$ cat config.mk
export PLATFORM = sky130hd
export DESIGN_NAME = engine_read_write_request_gen_flat
export DESIGN_NICKNAME = d
export VERILOG_FILES = /design/src/rtl/global_package.sv /design/src/rtl/engine_read_write_request_gen_if.sv /design/src/rtl/engine_read_write_request_gen_fifo.sv /design/src/rtl/engine_read_write_request_gen.sv /design/src/flat_wrapper.sv
export SDC_FILE = /design/constraint.sdc
export NUM_CORES = 2
export LEC_CHECK = 0
export BUFFER_PORTS_ARGS = -buffer_cell sky130_fd_sc_hd__buf_2
export CAP_MARGIN = 0
export CORE_MARGIN = 2
export CORE_UTILIZATION = 40
export CTS_CLUSTER_DIAMETER = 40
export DETAILED_ROUTE_END_ITERATION = 16
export SYNTH_ARGS = -nofsm -noshare
export SYNTH_HDL_FRONTEND = slang
export SYNTH_HIERARCHICAL = 1
export SYNTH_SLANG_ARGS = --single-unit
$ cat constraint.sdc
create_clock -name ap_clk -period 11.1 [get_ports ap_clk]
set_clock_uncertainty 0.15 [all_clocks]
set_input_delay 2.22 -clock ap_clk [delete_from_list [all_inputs] [get_ports ap_clk]]
set_output_delay 2.22 -clock ap_clk [all_outputs]
set_load 0.01 [all_outputs]
$ cat src/rtl/global_package.sv
// Shared types for the read/write engine: packet layouts, request command
// encoding and the request generator state set.
package global_package;

    localparam int unsigned ENGINE_FIELD_W    = 32;
    localparam int unsigned ENGINE_NUM_FIELDS = 2;
    localparam int unsigned MEM_ID_W          = 8;

    typedef struct packed {
        logic [ENGINE_NUM_FIELDS-1:0][ENGINE_FIELD_W-1:0] field;
    } EnginePacketData;

    typedef struct packed {
        logic [31:0] offset;
    } PacketDataAddress;

    typedef enum logic {
        CMD_READ  = 1'b0,
        CMD_WRITE = 1'b1
    } ReadWriteCmd;

    typedef struct packed {
        logic [63:0]               address;
        logic [ENGINE_FIELD_W-1:0] data;
        ReadWriteCmd               cmd;
        logic [MEM_ID_W-1:0]       id_buffer;
    } MemoryRequestPacket;

    typedef enum logic [1:0] {
        S_IDLE,
        S_BUSY,
        S_DRAIN,
        S_DONE
    } engine_read_write_request_gen_state;

endpackage

$ cat src/rtl/engine_read_write_request_gen_if.sv
// Memory-side request/response channel of the read/write request generator.
interface engine_read_write_request_gen_if;
    import global_package::*;

    logic                      mem_req_valid_out;
    logic                      mem_req_ready_in;
    MemoryRequestPacket        mem_req_out;
    logic                      mem_resp_valid_in;
    logic                      mem_resp_ready_out;
    logic [ENGINE_FIELD_W-1:0] mem_resp_data_in;

    modport master (
        output mem_req_valid_out, mem_req_out, mem_resp_ready_out,
        input  mem_req_ready_in, mem_resp_valid_in, mem_resp_data_in
    );

    modport slave (
        input  mem_req_valid_out, mem_req_out, mem_resp_ready_out,
        output mem_req_ready_in, mem_resp_valid_in, mem_resp_data_in
    );

endinterface

$ cat src/rtl/engine_read_write_request_gen_fifo.sv
// Synchronous first-word-fall-through FIFO with occupancy count and flush.
module fifo_sync_fwft #(
    parameter int unsigned WIDTH = 8,
    parameter int unsigned DEPTH = 16
) (
    input  logic                   clk,
    input  logic                   rst_n,
    input  logic                   clear,
    input  logic                   push,
    input  logic [WIDTH-1:0]       din,
    input  logic                   pop,
    output logic [WIDTH-1:0]       dout,
    output logic                   empty,
    output logic                   full,
    output logic [$clog2(DEPTH):0] count
);

    localparam int unsigned AW = $clog2(DEPTH);

    logic [WIDTH-1:0] mem_q [DEPTH];
    logic [AW-1:0]    wr_ptr_q, wr_ptr_d;
    logic [AW-1:0]    rd_ptr_q, rd_ptr_d;
    logic [AW:0]      count_q, count_d;
    logic             do_push, do_pop;

    assign empty = (count_q == '0);
    assign full  = (count_q == (AW+1)'(DEPTH));
    assign count = count_q;
    assign dout  = mem_q[rd_ptr_q];

    always_comb begin
        do_push  = push && !full;
        do_pop   = pop && !empty;
        wr_ptr_d = wr_ptr_q;
        rd_ptr_d = rd_ptr_q;
        count_d  = count_q;
        if (clear) begin
            wr_ptr_d = '0;
            rd_ptr_d = '0;
            count_d  = '0;
        end else begin
            if (do_push) wr_ptr_d = wr_ptr_q + AW'(1);
            if (do_pop)  rd_ptr_d = rd_ptr_q + AW'(1);
            count_d = count_q + (AW+1)'(do_push) - (AW+1)'(do_pop);
        end
    end

    always_ff @(posedge clk or negedge rst_n) begin
        if (!rst_n) begin
            wr_ptr_q <= '0;
            rd_ptr_q <= '0;
            count_q  <= '0;
        end else begin
            wr_ptr_q <= wr_ptr_d;
            rd_ptr_q <= rd_ptr_d;
            count_q  <= count_d;
        end
    end

    always_ff @(posedge clk) begin
        if (do_push && !clear) mem_q[wr_ptr_q] <= din;
    end

endmodule

$ cat src/rtl/engine_read_write_request_gen.sv
// Buffers kernel packets, issues bounded in-flight memory requests and merges
// in-order responses with the original packet for the downstream stage.
module engine_read_write_request_gen
    import global_package::*;
#(
    parameter int unsigned FIFO_DEPTH       = 16,
    parameter int unsigned PROG_FULL_MARGIN = 3,
    parameter int unsigned MAX_OUTSTANDING  = 8
) (
    input  logic                                   ap_clk,
    input  logic                                   areset_n,
    input  logic                                   clear_in,
    input  logic                                   start_in,
    input  logic                                   done_in,
    input  logic                                   cmd_write_in,
    input  logic [63:0]                            base_address_in,
    input  logic                                   valid_in,
    input  PacketDataAddress                       address_in,
    input  EnginePacketData                        data_in,
    output logic                                   prog_full_out,
    engine_read_write_request_gen_if.master        mem_if,
    output logic                                   result_valid_out,
    input  logic                                   result_ready_in,
    output EnginePacketData                        result_out,
    output logic                                   done_out,
    output logic                                   error_out
);

    localparam int unsigned IN_W = $bits(PacketDataAddress) + $bits(EnginePacketData);
    localparam int unsigned CW   = $clog2(FIFO_DEPTH) + 1;
    localparam int unsigned OW   = $clog2(MAX_OUTSTANDING) + 1;
    localparam logic [CW-1:0] PROG_FULL_LEVEL = CW'(FIFO_DEPTH - PROG_FULL_MARGIN);

    engine_read_write_request_gen_state state_q, state_d;
    logic [63:0]         base_q, base_d;
    ReadWriteCmd         cmd_q, cmd_d;
    logic [MEM_ID_W-1:0] id_q, id_d;
    logic                req_valid_q, req_valid_d;
    MemoryRequestPacket  req_q, req_d;
    logic                res_valid_q, res_valid_d;
    EnginePacketData     res_q, res_d;
    logic                prog_full_q, prog_full_d;
    logic                error_q, error_d;

    logic             in_push, in_empty, in_full;
    logic [CW-1:0]    in_count;
    logic [IN_W-1:0]  in_dout;
    PacketDataAddress head_addr;
    EnginePacketData  head_data;
    logic             meta_empty, meta_full;
    EnginePacketData  meta_dout;
    logic [OW-1:0]    outstanding;
    logic             issue, resp_ready, resp_hs;

    assign in_push = valid_in && (state_q != S_DONE);
    assign {head_addr, head_data} = in_dout;

    fifo_sync_fwft #(.WIDTH(IN_W), .DEPTH(FIFO_DEPTH)) u_in_fifo (
        .clk   (ap_clk),
        .rst_n (areset_n),
        .clear (clear_in),
        .push  (in_push),
        .din   ({address_in, data_in}),
        .pop   (issue),
        .dout  (in_dout),
        .empty (in_empty),
        .full  (in_full),
        .count (in_count)
    );

    // The metadata FIFO holds exactly one entry per issued, unanswered request,
    // so its occupancy doubles as the outstanding counter.
    fifo_sync_fwft #(.WIDTH($bits(EnginePacketData)), .DEPTH(MAX_OUTSTANDING)) u_meta_fifo (
        .clk   (ap_clk),
        .rst_n (areset_n),
        .clear (clear_in),
        .push  (issue),
        .din   (head_data),
        .pop   (resp_hs),
        .dout  (meta_dout),
        .empty (meta_empty),
        .full  (meta_full),
        .count (outstanding)
    );

    assign issue = ((state_q == S_BUSY) || (state_q == S_DRAIN)) && !in_empty && !meta_full
                   && (!req_valid_q || mem_if.mem_req_ready_in);
    assign resp_ready = !meta_empty && (!res_valid_q || result_ready_in);
    assign resp_hs    = mem_if.mem_resp_valid_in && resp_ready;

    always_comb begin
        state_d     = state_q;
        base_d      = base_q;
        cmd_d       = cmd_q;
        id_d        = id_q;
        req_valid_d = req_valid_q;
        req_d       = req_q;
        res_valid_d = res_valid_q;
        res_d       = res_q;
        prog_full_d = (in_count >= PROG_FULL_LEVEL);
        error_d     = error_q;
        if (clear_in) begin
            state_d     = S_IDLE;
            base_d      = '0;
            cmd_d       = CMD_READ;
            id_d        = '0;
            req_valid_d = 1'b0;
            req_d       = '0;
            res_valid_d = 1'b0;
            res_d       = '0;
            prog_full_d = 1'b0;
            error_d     = 1'b0;
        end else begin
            unique case (state_q)
                S_IDLE: begin
                    if (start_in) begin
                        state_d = S_BUSY;
                        base_d  = base_address_in;
                        cmd_d   = ReadWriteCmd'(cmd_write_in);
                    end
                end
                S_BUSY:  if (done_in) state_d = S_DRAIN;
                S_DRAIN: if (in_empty && (outstanding == '0) && !res_valid_q) state_d = S_DONE;
                S_DONE:  state_d = S_IDLE;
                default: state_d = S_IDLE;
            endcase

            if ((in_push && in_full) || (mem_if.mem_resp_valid_in && (outstanding == '0)))
                error_d = 1'b1;

            if (issue) begin
                req_valid_d     = 1'b1;
                req_d.address   = base_q + 64'(head_addr.offset);
                req_d.data      = head_data.field[0];
                req_d.cmd       = cmd_q;
                req_d.id_buffer = id_q;
                id_d            = id_q + MEM_ID_W'(1);
            end else if (mem_if.mem_req_ready_in) begin
                req_valid_d = 1'b0;
            end

            if (resp_hs) begin
                res_valid_d = 1'b1;
                res_d       = meta_dout;
                if (cmd_q == CMD_READ) res_d.field[0] = mem_if.mem_resp_data_in;
            end else if (result_ready_in) begin
                res_valid_d = 1'b0;
            end
        end
    end

    always_ff @(posedge ap_clk or negedge areset_n) begin
        if (!areset_n) begin
            state_q     <= S_IDLE;
            base_q      <= '0;
            cmd_q       <= CMD_READ;
            id_q        <= '0;
            req_valid_q <= 1'b0;
            req_q       <= '0;
            res_valid_q <= 1'b0;
            res_q       <= '0;
            prog_full_q <= 1'b0;
            error_q     <= 1'b0;
        end else begin
            state_q     <= state_d;
            base_q      <= base_d;
            cmd_q       <= cmd_d;
            id_q        <= id_d;
            req_valid_q <= req_valid_d;
            req_q       <= req_d;
            res_valid_q <= res_valid_d;
            res_q       <= res_d;
            prog_full_q <= prog_full_d;
            error_q     <= error_d;
        end
    end

    assign mem_if.mem_req_valid_out  = req_valid_q;
    assign mem_if.mem_req_out        = req_q;
    assign mem_if.mem_resp_ready_out = resp_ready;
    assign result_valid_out          = res_valid_q;
    assign result_out                = res_q;
    assign prog_full_out             = prog_full_q;
    assign done_out                  = (state_q == S_DONE);
    assign error_out                 = error_q;

endmodule

$ cat src/flat_wrapper.sv
// flat-port wrapper written by rule: the top's interface ports become plain ports
module engine_read_write_request_gen_flat import global_package::*;
#(
    parameter int unsigned FIFO_DEPTH       = 16,
    parameter int unsigned PROG_FULL_MARGIN = 3,
    parameter int unsigned MAX_OUTSTANDING  = 8
)
  (ap_clk, areset_n, clear_in, start_in, done_in, cmd_write_in, base_address_in, valid_in, address_in, data_in, prog_full_out, result_valid_out, result_ready_in, result_out, done_out, error_out, mem_if_mem_req_valid_out, mem_if_mem_req_out, mem_if_mem_resp_ready_out, mem_if_mem_req_ready_in, mem_if_mem_resp_valid_in, mem_if_mem_resp_data_in);
  engine_read_write_request_gen_if mem_if_i ();
  input  logic ap_clk;
  input  logic areset_n;
  input  logic clear_in;
  input  logic start_in;
  input  logic done_in;
  input  logic cmd_write_in;
  input  logic [63:0] base_address_in;
  input  logic valid_in;
  input  PacketDataAddress address_in;
  input  EnginePacketData data_in;
  output logic prog_full_out;
  output logic result_valid_out;
  input  logic result_ready_in;
  output EnginePacketData result_out;
  output logic done_out;
  output logic error_out;
  output wire logic [$bits(mem_if_i.mem_req_valid_out)-1:0] mem_if_mem_req_valid_out;
  output wire logic [$bits(mem_if_i.mem_req_out)-1:0] mem_if_mem_req_out;
  output wire logic [$bits(mem_if_i.mem_resp_ready_out)-1:0] mem_if_mem_resp_ready_out;
  input wire logic [$bits(mem_if_i.mem_req_ready_in)-1:0] mem_if_mem_req_ready_in;
  input wire logic [$bits(mem_if_i.mem_resp_valid_in)-1:0] mem_if_mem_resp_valid_in;
  input wire logic [$bits(mem_if_i.mem_resp_data_in)-1:0] mem_if_mem_resp_data_in;
  assign mem_if_mem_req_valid_out = mem_if_i.mem_req_valid_out;
  assign mem_if_mem_req_out = mem_if_i.mem_req_out;
  assign mem_if_mem_resp_ready_out = mem_if_i.mem_resp_ready_out;
  assign mem_if_i.mem_req_ready_in = mem_if_mem_req_ready_in;
  assign mem_if_i.mem_resp_valid_in = mem_if_mem_resp_valid_in;
  assign mem_if_i.mem_resp_data_in = mem_if_mem_resp_data_in;
  engine_read_write_request_gen #(.FIFO_DEPTH(FIFO_DEPTH), .PROG_FULL_MARGIN(PROG_FULL_MARGIN), .MAX_OUTSTANDING(MAX_OUTSTANDING)) u_core (.ap_clk(ap_clk), .areset_n(areset_n), .clear_in(clear_in), .start_in(start_in), .done_in(done_in), .cmd_write_in(cmd_write_in), .base_address_in(base_address_in), .valid_in(valid_in), .address_in(address_in), .data_in(data_in), .prog_full_out(prog_full_out), .mem_if(mem_if_i), .result_valid_out(result_valid_out), .result_ready_in(result_ready_in), .result_out(result_out), .done_out(done_out), .error_out(error_out));
endmodule
Yosys cells after proc, flatten, opt, wreduce, memory -nomap -nowiden
Memories as Yosys holds them, arrays and structs flattened.
Index checks and enable logic that the tools add are counted.
W data, S select, Z words.
{"block": "word_totals", "mem_bits_rw": 2048, "register_bits": 271, "n_memories": 2, "word_cells": 126, "input_bits": 202, "output_inout_bits": 175}
{"memory": "u_core.u_in_fifo.mem_q", "words": 16, "width": 96, "rd": 1, "rd_ports_with_merged_regs": 0, "wr": 1, "line": "engine_read_write_request_gen_fifo.sv:20", "rtl": "logic [WIDTH-1:0] mem_q [DEPTH];"}
{"memory": "u_core.u_meta_fifo.mem_q", "words": 8, "width": 64, "rd": 1, "rd_ports_with_merged_regs": 0, "wr": 1, "line": "engine_read_write_request_gen_fifo.sv:20"}
{"block": "op_classes", "add_sub_neg": 10, "n_eq_ne": 9, "n_reduce_logical": 43, "n_lt_le_gt_ge": 1, "mux": 41}
{"cell": "$mux W64", "n": 5}
{"cell": "$mux W105", "n": 2}
{"cell": "$add A64 B32 Y64", "n": 1}
{"cell": "$mux W32", "n": 1}
{"cell": "$mux W4", "n": 5}
{"cell": "$reduce_bool A2 Y1", "n": 9}
{"cell": "$logic_and A1 B1 Y1", "n": 16}
{"cell": "$mux W1", "n": 16}
{"cell": "$mux W8", "n": 2}
{"cell": "$mux W3", "n": 4}
{"cell": "$ne A3 B3 Y1 const B", "n": 3}
{"cell": "$add A4 B1 Y4 const B", "n": 2}
{"cell": "$add A8 B1 Y8 const B", "n": 1}
{"cell": "$mux W2", "n": 4}
{"cell": "$pmux W2 S4", "n": 1}
{"cell": "$logic_not A1 Y1", "n": 7}
{"cell": "$add A3 B1 Y3 const B", "n": 2}
{"cell": "$reduce_bool A3 Y1", "n": 2}
{"cell": "$add A5 B1 Y5", "n": 1}
{"cell": "$eq A5 B5 Y1 const B", "n": 1}
{"cell": "$ge A5 B4 Y1 const B", "n": 1}
{"cell": "$logic_not A5 Y1", "n": 1}
{"cell": "$mux W5", "n": 1}
{"cell": "$sub A5 B1 Y5", "n": 1}
{"cell": "11 further kinds", "n": 15}

Depth between registers and ports, before layout
{"block": "logic_depth", "ltp_word": 9, "depth_mapped": 21}

Cells and area by module
The synthesis kept the hierarchy.
{"mod": "fifo_sync_fwft (u_core.u_in_fifo)", "cells_per_inst": 2862, "instances": 1, "area_per_inst_um2": 59802.4, "seq_area_each_um2": 46449.5}
{"mod": "fifo_sync_fwft (u_core.u_meta_fifo)", "cells_per_inst": 814, "instances": 1, "area_per_inst_um2": 19866.6, "seq_area_each_um2": 15625.0}
{"mod": "engine_read_write_request_gen", "cells_per_inst": 1345, "instances": 1, "area_per_inst_um2": 12614.6, "seq_area_each_um2": 6206.0}

Worst setup path after synthesis
OpenSTA, ideal clock, no wires.
{"block": "synth_timing", "path_kind": "input to register", "start": "input valid_in", "end": "memory u_core/u_in_fifo/mem_q[1][0] (netlist name) (enable)", "path_stages": 5, "path_buffers": 0, "arrival_time_ps": 9527, "setup_slack_ps": 755, "required_ps": 10282, "cell_sequence": "nor2b_1 > inv_1 > nor3_1 > nand2_1 > nor3_1"}
{"block": "synth_between", "elab_chain_len": 5}
{"element": "start: declaration", "line": "flat_wrapper.sv:17", "rtl": "input logic valid_in;"}
{"element": "$logic_and A1 B1 Y1", "line": "engine_read_write_request_gen.sv:55", "rtl": "assign in_push = valid_in && (state_q != S_DONE);"}
{"element": "$logic_and A1 B1 Y1", "line": "engine_read_write_request_gen_fifo.sv:32", "rtl": "do_push = push && !full;"}
{"element": "$logic_and A1 B1 Y1", "line": "engine_read_write_request_gen_fifo.sv:61", "rtl": "if (do_push && !clear) mem_q[wr_ptr_q] <= din;"}
{"element": "$mux W1", "line": "engine_read_write_request_gen_fifo.sv:61"}
{"element": "$mux W1 (implied by the code)", "line": "engine_read_write_request_gen_fifo.sv:61"}
{"element": "end: declaration", "line": "engine_read_write_request_gen_fifo.sv:20"}
Every way passes these cells.

Worst setup path in the final report
{"block": "layout_timing", "start": "register u_core.u_in_fifo.rd_ptr_q[2]", "end": "register u_core.req_q (netlist bit u_core/mem_if.mem_req_out[96])"}
{"block": "layout_between", "elab_chain_len": 4}
{"element": "start: declaration", "line": "engine_read_write_request_gen_fifo.sv:22", "rtl": "logic [AW-1:0] rd_ptr_q, rd_ptr_d;"}
{"element": "start signal: assignment", "line": "engine_read_write_request_gen_fifo.sv:55", "rtl": "rd_ptr_q <= rd_ptr_d;"}
{"element": "$mem_v2 Z16 W96"}
{"element": "via u_core.in_dout[74]", "line": "engine_read_write_request_gen.sv:47", "rtl": "logic [IN_W-1:0] in_dout;"}
{"element": "$add A64 B32 Y64", "line": "engine_read_write_request_gen.sv:133", "rtl": "req_d.address = base_q + 64'(head_addr.offset);"}
{"element": "$mux W105", "line": "engine_read_write_request_gen.sv:131", "rtl": "if (issue) begin"}
{"element": "$mux W105", "line": "engine_read_write_request_gen.sv:102", "rtl": "if (clear_in) begin"}
{"element": "end signal: assignment", "line": "engine_read_write_request_gen.sv:170", "rtl": "req_q <= req_d;"}
{"element": "end: declaration", "line": "engine_read_write_request_gen.sv:39", "rtl": "MemoryRequestPacket req_q, req_d;"}
The timed path passes the listed nets, and every way through them passes these cells. The select of a mux whose other input is x is not followed.
A chain may end at the register's enable or synchronous reset.

==> flow_summary.toml <==
[floorplanning]
die_h_um = 484
num_rows = 176
dieArea_um2 = 235000
io_pins = 377
die_w_um = 484
core_um2 = 230000
initial_core_util_pct = 40.2

[logic_synthesis]
synth_nets = 5282
synth-edff-count = 2048
yosysWarnings = 6
netlist_instances = 5021
async_flop_share_pct = 11.7
synth_mux_area_share_pct = 13.2
synth-xor-area-share_pct = 0.408
ys.flop_type = "edfxtp_1"
ys_ff_latch = 2319
synth_top_family_by_area = "multiplexers"
synth_adder_area_share_pct = 0.824
ys_types = 78
synthesis.area_um2 = 92300
ys_seq_area_share_pct = 74.0
synthSimpleGateAreaFrac_pct = 3.16
synth.avg_cell_area_um2 = 18.4
synth-compound-area-share_pct = 6.54

[cts]
htree_levels = 5
clockBufferDepth = 4
clk_latency_ns = 0.92
cts-buffers-inserted = 341
ctsResizeCount = 0
cts_tree = "built"
clock-sinks = 2319
clock-root-buffer = "clkbuf_16"
cts_setup_buffers = 0
clk_transition_reported_paths_ns = 0.05
holdBufCountCts = 0

[setup_path]
crit_path_max_fanout = 44
endpoint_kind = "register"
cp_cell_sequence = "buf_4 -> and2_4 -> buf_4 -> a221oi_1 -> a22oi_1 -> nand2_1 -> ha_1 -> a21o_1 -> a2bb2oi_1 -> o211ai_2 -> a2111oi_4 -> nor3_1 -> and4_1 -> nor3_1"
required_ns = 11.75
critPathArrivalTime_ns = 7.32
worstSetupPathType = "reg -> reg"
cp_slowest_stage_delay_ns = 0.90
cp_slowest_cell = "a2111oi_4"
cp-start-kind = "register"

[status]
violations = "antenna rules"
status = "complete, but fails checks"

[sta]
fmax_mhz = 150
fin_crit_ns = 6.67
worst_slew_pin_slew_ns = 1.17
setup_viol = 0
fin_crit_sh_pct = 60.1
whs_ns = 0.368
setup_ws_ns = 4.43
setup_tns_ns = 0
drv_slew = 0
rsz0062_at_grt = "false"
slew_headroom_pct = 21.9
finalHoldViolCount = 0

[global_routing]
grt_usage_pct = 20.1
grt-busiest-layer = "met2"
grtUsageMet1_pct = 28.9
grt_overflow = 0
grt_pass1_vias = 50000
antenna_found_initial = 58
grt_pass1_wl_mm = 347
gr-usage-met3_pct = 5.38
use_met2_pct = 30.1
grt_max_degree = 133

[drt]
ant_nets = 1
drt-initial-drc-count = 4918
via_per_inst = 5.63
vias = 49800
wl_per_cell_um = 27.0
dr.pass1.iters = 5
wirelength_mm = 239
drc = 0

[pwr]
powerDensity_nw_per_um2 = 229
leakage_nw = 36.4
ir_worst_vdd_mv = 0.167
fin_total_pwr_mw = 24.9

[place]
dp_hpwl_mm = 138
place_ws_ns = 4.56
portBuffers = 376
place.gp.congestion = 0.830

[finish]
drive_above_1_share_pct = 26.3
areaGrowthSynthToFinish_pct = 17.9
fin_nets = 5799
utilization_pct = 47.4

[flow_run]
cap_violations = 0

[worst_hold_path]
hp-class = "reg -> reg"
[report_power, final]
| group | leakage [nW] | internal, mW | switching [mW] | total, mW |
|---|---|---|---|---|
| sequential | 22.1 | 10.1 | 0.311 | 10.4 |
| clock | 5.46 | 6.57 | 4.02 | 10.6 |
| combinational | 8.82 | 1.45 | 2.47 | 3.92 |
[layout by cell type (no fill, tap or decap), drive strengths merged, types with 7 or more instances in the layout]
| cell | Yosys | final |
|---|---|---|
| xnor2 | 27 | 27 |
| and4 | 8 | 8 |
| clkinvlp | 0 | 35 |
| ha | 56 | 56 |
| diode | 0 | 15 |
| a22oi | 97 | 97 |
| o21ai | 154 | 154 |
| a21o | 14 | 14 |
| a31oi | 12 | 12 |
| a211oi | 43 | 43 |
| mux2 | 65 | 65 |
| clkbuf | 138 | 382 |
| bufinv | 0 | 31 |
| o211ai | 11 | 11 |
| nor3 | 41 | 41 |
| o21a | 10 | 10 |
| and2 | 10 | 10 |
| clkinv | 0 | 94 |
| nand4 | 20 | 20 |
| edfxtp | 2048 | 2048 |
| mux2i | 423 | 423 |
| nor2 | 104 | 104 |
| a22o | 65 | 65 |
| o31ai | 7 | 7 |
| nand3 | 43 | 43 |
| buf | 155 | 467 |
| dfrtp | 271 | 271 |
| mux4 | 320 | 320 |
| a221oi | 195 | 195 |
| a21oi | 157 | 157 |
| inv | 51 | 114 |
| nor4 | 14 | 14 |
| and3 | 13 | 13 |
| nor2b | 13 | 13 |
| or3 | 13 | 13 |
| xor2 | 16 | 16 |
| nand2b | 11 | 11 |
| nand2 | 334 | 334 |
| o21bai | 10 | 10 |
[layer usage]
metal / part of all wire (%) / wire (um)
met5: 0.11 / 263
met4: 2.0 / 4880
met3: 8.2 / 19600
met2: 45 / 108000
met1: 45 / 107000
[through the flow]
stage,area [um^2],instances
2_1_floorplan,92300,5021
3_3_place_gp,97400,8221
3_5_place_dp,97400,8221
4_1_cts,109000,8826
5_1_grt,109000,8831
6_report,109000,8841
[flip-flops by register name, indices dropped and copies added, names as in the netlist]
name / flops
u_core/u_in_fifo/wr_ptr_q: 4
u_core/state_q: 2
u_core/id_q: 8
u_core/base_q: 64
u_core/u_meta_fifo/rd_ptr_q: 3
u_core/u_in_fifo/count: 5
u_core/u_meta_fifo/mem_q: 512
u_core/error_out: 1
u_core/u_meta_fifo/count: 4
u_core/u_in_fifo/mem_q: 1536
u_core/u_in_fifo/rd_ptr_q: 4
u_core/mem_if.mem_req_out: 105
u_core/result_valid_out: 1
u_core/result_out: 64
u_core/cmd_q: 1
u_core/u_meta_fifo/wr_ptr_q: 3
u_core/mem_if.mem_req_valid_out: 1
u_core/prog_full_out: 1
[synth_stat cells (66+ instances only)]
cell type / instances / area share, %
edfxtp_1: 2048 / 67
mux2i_1: 423 / 4.6
nand2_1: 333 / 1.4
mux4_2: 320 / 7.8
dfrtp_1: 271 / 7.3
a21oi_1: 156 / 0.85
o21ai_0: 152 / 0.82
clkbuf_1: 132 / 0.54
a221oi_1: 129 / 1.2
nor2_1: 104 / 0.42
a22oi_1: 97 / 0.79
buf_2: 68 / 0.37
a221oi_2: 66 / 1.1
[critical path: cells and delay by family (launching register included)]
family	cells	cell delay, ns
DFF	1	0.63
adders and majority gates	1	0.47
AOI/OAI and AO/OA	6	2.03
buffers and inverters	2	1.32
and+or+nand+nor	5	1.81
[area by class of cell]
class	count	area (um^2)
clock buffers	382	8900
diodes	15	37.5
repair buffers	467	2670
fillers	19000	121000
multi-input cells	2358	22500
well taps	3026	3790
inverters	51	198
clock inverters	223	2410
flip-flops and latches	2319	68300
[final timing paths]
path	startpoint	to	slack, ns	cells after the start
worst max-delay path	u_core/u_in_fifo/rd_ptr_q[2]$_DFFE_PN0P_	u_core/mem_if.mem_req_out[96]$_DFFE_PN0P_	4.43	14
worst min-delay path	u_core/mem_if.mem_req_out[48]$_DFFE_PN0P_	u_core/mem_if.mem_req_out[48]$_DFFE_PN0P_	0.37	2
worst max register to register	u_core/u_in_fifo/rd_ptr_q[2]$_DFFE_PN0P_	u_core/mem_if.mem_req_out[96]$_DFFE_PN0P_	4.43	14
worst min register to register	u_core/mem_if.mem_req_out[48]$_DFFE_PN0P_	u_core/mem_if.mem_req_out[48]$_DFFE_PN0P_	0.37	2
max in group asynchronous	areset_n	u_core/u_meta_fifo/rd_ptr_q[0]$_DFFE_PN0P_	7.31	3
min in group asynchronous	areset_n	u_core/base_q[55]$_DFFE_PN0P_	1.23	1
[cell families (layout without fill, tap and decap cells)]
kind of cell,after synthesis,after routing
buffers and inverters,344,1123
AOI/OAI and AO/OA,803,803
and+or+nand+nor,645,645
xor gates and xnor gates,43,43
muxes,808,808
adders and majority gates,59,59
other,0,15
DFF,2319,2319
Power figures use the tool's default switching activity.
